<file path="config.mk">
export PLATFORM = sky130hd
export DESIGN_NAME = hamming_rx_sequencer
export DESIGN_NICKNAME = d
export VERILOG_FILES = /design/src/rtl/hamming_rx_sequencer.sv
export SDC_FILE = /design/constraint.sdc
export NUM_CORES = 1
export LEC_CHECK = 0
export ABC_AREA = 1
export CELL_PAD_IN_SITES_DETAIL_PLACEMENT = 0
export CELL_PAD_IN_SITES_GLOBAL_PLACEMENT = 2
export CORE_ASPECT_RATIO = 0.8
export CORE_UTILIZATION = 21
export DETAILED_ROUTE_END_ITERATION = 8
export GPL_ROUTABILITY_DRIVEN = 0
export PLACE_DENSITY = 0.8
export SLEW_MARGIN = 20
export SYNTH_ARGS = -nofsm -noshare
export SYNTH_HDL_FRONTEND = slang
export SYNTH_SLANG_ARGS = --single-unit
</file>
<file path="constraint.sdc">
create_clock -name clk -period 1.5 [get_ports clk]
set_input_delay 0.225 -clock clk [delete_from_list [all_inputs] [get_ports clk]]
set_output_delay 0.225 -clock clk [all_outputs]
set_load 0.05 [all_outputs]
</file>
<file path="src/rtl/hamming_rx_sequencer.sv">
// Receive-path sequencer for the Hamming(7,4) pair decoder.
// Optional syndrome error counter enabled by defining HRX_ERRCNT_EN.
module hamming_rx_sequencer #(
    parameter int unsigned FRAME_LEN = 4
) (
    input  logic        clk,
    input  logic        reset,
    input  logic        in_valid,
    input  logic [15:0] in_data,
    output logic        in_ready,
    output logic [15:0] dec_code_in,
    output logic        dec_enable,
    input  logic [7:0]  dec_code_out,
    output logic        out_valid,
    output logic [7:0]  out_data,
    input  logic        out_ready,
    output logic        frame_done
`ifdef HRX_ERRCNT_EN
    ,
    output logic [15:0] err_count
`endif
);

    typedef enum logic [1:0] {
        IDLE,
        ISSUE,
        WAIT,
        OUT
    } state_t;

    state_t      state;
    state_t      state_nxt;
    logic [15:0] code_reg;
    logic [7:0]  frame_cnt;
    logic        accept_in;
    logic        accept_out;
    logic        last_byte;

    assign accept_in   = in_valid & in_ready;
    assign accept_out  = out_valid & out_ready;
    assign last_byte   = (frame_cnt == 8'(FRAME_LEN - 1));
    assign dec_code_in = code_reg;

    // State register
    always_ff @(posedge clk) begin
        if (reset) state <= IDLE;
        else       state <= state_nxt;
    end

    // Next state and handshake/decoder strobes
    always_comb begin
        state_nxt  = state;
        in_ready   = 1'b0;
        out_valid  = 1'b0;
        dec_enable = 1'b0;
        unique case (state)
            IDLE: begin
                in_ready = 1'b1;
                if (in_valid) state_nxt = ISSUE;
            end
            ISSUE: begin
                dec_enable = 1'b1;
                state_nxt  = WAIT;
            end
            WAIT: begin
                state_nxt = OUT;
            end
            OUT: begin
                out_valid = 1'b1;
                in_ready  = out_ready;
                if (out_ready) state_nxt = in_valid ? ISSUE : IDLE;
            end
            default: state_nxt = IDLE;
        endcase
    end

    // Codeword capture on accept, decoded byte capture one cycle after issue
    always_ff @(posedge clk) begin
        if (reset) begin
            code_reg <= '0;
            out_data <= '0;
        end else begin
            if (accept_in) code_reg <= in_data;
            if (state == WAIT) out_data <= dec_code_out;
        end
    end

    // Byte counter within a frame; pulse after the last byte is taken
    always_ff @(posedge clk) begin
        if (reset) begin
            frame_cnt  <= '0;
            frame_done <= 1'b0;
        end else begin
            frame_done <= accept_out & last_byte;
            if (accept_out) frame_cnt <= last_byte ? 8'd0 : frame_cnt + 8'd1;
        end
    end

`ifdef HRX_ERRCNT_EN
    function automatic logic [2:0] syndrome(input logic [6:0] c);
        return {c[6] ^ c[5] ^ c[4] ^ c[2],
                c[6] ^ c[5] ^ c[3] ^ c[1],
                c[6] ^ c[4] ^ c[3] ^ c[0]};
    endfunction

    logic [2:0]  syn_hi;
    logic [2:0]  syn_lo;
    logic        has_err;
    logic [15:0] err_cnt;

    assign syn_hi    = syndrome(code_reg[15:9]);
    assign syn_lo    = syndrome(code_reg[8:2]);
    assign has_err   = (|syn_hi) | (|syn_lo);
    assign err_count = err_cnt;

    // Saturating count of words with any nonzero syndrome, one per word
    always_ff @(posedge clk) begin
        if (reset)
            err_cnt <= '0;
        else if (state == ISSUE && has_err && err_cnt != 16'hFFFF)
            err_cnt <= err_cnt + 16'd1;
    end
`endif

endmodule
</file>
==> reports/metrics.cfg <==
[synthesis]
synth-warning-count = 0
syn-cell-area_sq_um = 1450
synth-seq-cells = 35
synth-seq-area-share_pct = 48.2
synthDistinctLibCells = 19
synth_top_area_share_pct = 48.2
synthTopCellsByArea = dfxtp_1 (48%), nand2_1 (8.8%), nand3_1 (8.3%), a21oi_1 (7.6%), nor2_1 (7.0%)
netlist_instances = 191
synth_edf_count = 0
syn_avg_cell_area_sq_um = 7.61
synth_ff_type = dfxtp_1
synthArstFlopShare_pct = 0
synth_common_cells = dfxtp_1 (35), nand2_1 (34), nor2_1 (27)
yosysMostFrequentCell = dfxtp_1
synth_area_leader_cell = dfxtp_1
syn_nets = 224

[routing]
drtIter0Drc = 70
drt-total-wl_um = 3830
wl_met2_um = 1720
met3_length_um = 190
via_count = 1457
drt_pass1_iterations = 4
drt.antenna.violating_nets = 0
drc = 0
routed.top_layer = met4
wl_per_cell_um = 10.9
wl_met1_um = 1880
vias_per_cell = 4.15

[pwr]
power_leakage_nw = 1.01
power_density_nw_per_um2 = 2070
comb_power_share_pct = 54.2
ir_worst_vdd_v = 0.000767
p_int_mw = 2.91
swShare_pct = 41.6
p_sw_mw = 2.07
p_clk_share_pct = 20.4
power_mw = 4.98
seqPwrFrac_pct = 25.4

[placed_design]
hpwl_um = 2800
dp_cells = 337
port_buffers = 55
pre_cts_slack_ns = -0.0424
post_dp_cell_area_sq_um = 2170

[sta]
slew_viol_final = 0
relSlewSlack_pct = 80.5
setup_slack_ns = 0.0250
fin_crit_sh_pct = 98.3
fmax_mhz = 678
min_period_ns = 1.47
tns_ns = 0
tightest_slew_ns = 0.292
finalSetupViolCount = 0
finClkSkew_ns = 0.00489
hold_violations = 0
rsz0062_at_grt = true

[cells_and_area]
final_area_sq_um = 2410
nFillCells = 650
insertedDiodeCount = 0
area_growth_pct = 65.9
nNetsFinal = 299
final-instance-count-excl-fill = 351
drive_gt1_share_pct = 26.6

[floorplan]
rows = 26
coreArea_sq_um = 6540
io_pins = 56
die_y_um = 76.4
dieWidth_um = 95.0
start_util_pct = 22.2
die_area_sq_um = 7260

[worst_setup_path]
critPathKind = flip-flop to output pin
crit_path_max_fanout = 3
critPathLaunchType = flip-flop
cp.arrival_ns = 1.25
required_ns = 1.27
setup.worst_path.end_class = output pin

[cts]
clockBufferDepth = 2
cts_num_sinks = 35
cts_hold_buf = 0
htree_levels = 2
clock_latency_ns = 0.28
clk_pin_slew_ns = 0.08
cts-root-buf = clkbuf_8
numCtsBuffers = 5
cts_tree = done

[job]
drv_cap = 0

[min_path]
hp-class = flip-flop to flip-flop

[grt]
grt_max_degree = 24
grt_first_pass_wirelength_um = 6640
gr-usage-all-layers_pct = 11.6
antenna_found_initial = 0
grt_pass1_vias = 1491
grt_overflow = 0

[status]
status = finished clean

worst max-delay path, stage by stage (launching register included):
cell and delay (ns):
dfxtp_2 0.35, inv_2 0.05, ha_4 0.25, a21oi_4 0.15, buf_12 0.16
per-stage QoR:
stage	hold WS (ns)	util (%)
6_report	0.467	36.9
5_1_grt	0.495	36.9
4_1_cts	0.473	35.9
3_5_place_dp	0.459	33.1
3_3_place_gp	0.450	33.1
2_1_floorplan	0.294	-
final cells by class:
class,count,area (sq um),area share [%]
Tap cell,84,105,4.36
Clock inverter,3,67.6,2.80
Multi-Input combinational cell,133,706,29.3
Sequential cell,35,703,29.2
Inverter,16,60.1,2.49
Timing Repair Buffer,75,699,29.0
Clock buffer,5,68.8,2.86
path summary, 6_finish.rpt:
path / start / end / slack, ns / cells after the start
worst max-delay path: state[0] / in_ready / 0.03 / 4
worst min-delay path: dec_code_in[15] / dec_code_in[15] / 0.47 / 2
worst max register to register: state[1] / frame_cnt[4] / 0.09 / 10
worst min register to register: dec_code_in[15] / dec_code_in[15] / 0.47 / 2
sequential cells by signal (all words and copies together) (netlist names):
name and flops:
state 2, out_data 8, frame_done 1, frame_cnt 8
dec_code_in 16
power groups by stage:
| stage | clock [mW] | combinational [mW] | sequential [mW] |
|---|---|---|---|
| finish | 1.02 | 2.70 | 1.27 |
| global route | 1.09 | 2.90 | 1.29 |
| CTS | 1.05 | 2.66 | 1.26 |
| detailed placement | 0 | 2.52 | 1.27 |
| global placement | 0 | 2.52 | 1.27 |
| floorplan | 0 | 0.941 | 1.89 |
logic make-up (layout without fill, tap and decap cells):
group,Yosys count,count (layout),synth area share (%)
simple gates,90,90,26.0
compound gates,35,35,12.8
flops,35,35,48.2
buf+inv,23,99,6.80
fa+ha+maj,5,5,4.31
xor+xnor,3,3,1.81
layout by cell type (no fill, tap or decap):
cell and n:
a21oi_4 1, nand2_2 1, nand4_1 1, xor2_1 1
nand3_2 1, buf_12 4, nand2_4 1, a21oi_2 2
clkbuf_8 5, dfxtp_2 2, ha_1 2, dfxtp_1 33
buf_6 5, ha_4 2, inv_1 13, nor2_1 27
a21oi_1 20, nor2_4 1, nand3_1 23, o21ai_0 11
buf_4 39, nor3_1 2, ha_2 1, xnor2_1 2
clkinvlp_4 1, clkdlybuf4s50_1 27, inv_2 3, bufinv_16 2
nand2_1 33, o21ai_1 1
timing repair:
item	CTS	global route
endpoints found under the setup margin	1	9
buffers inserted	3	3
pin swaps	2	5
gates cloned	0	0
resized for setup	6	13
layer usage:
| layer | vias to the layer above | track usage (%) |
|---|---|---|
| met2 | 26 | 18.1 |
| met1 | 653 | 14.4 |
| met3 | 2 | 4.09 |
| li1 | 776 | - |
| met5 | - | 0 |
| met4 | 0 | 4.55 |
(Power assumes the default switching activity.)
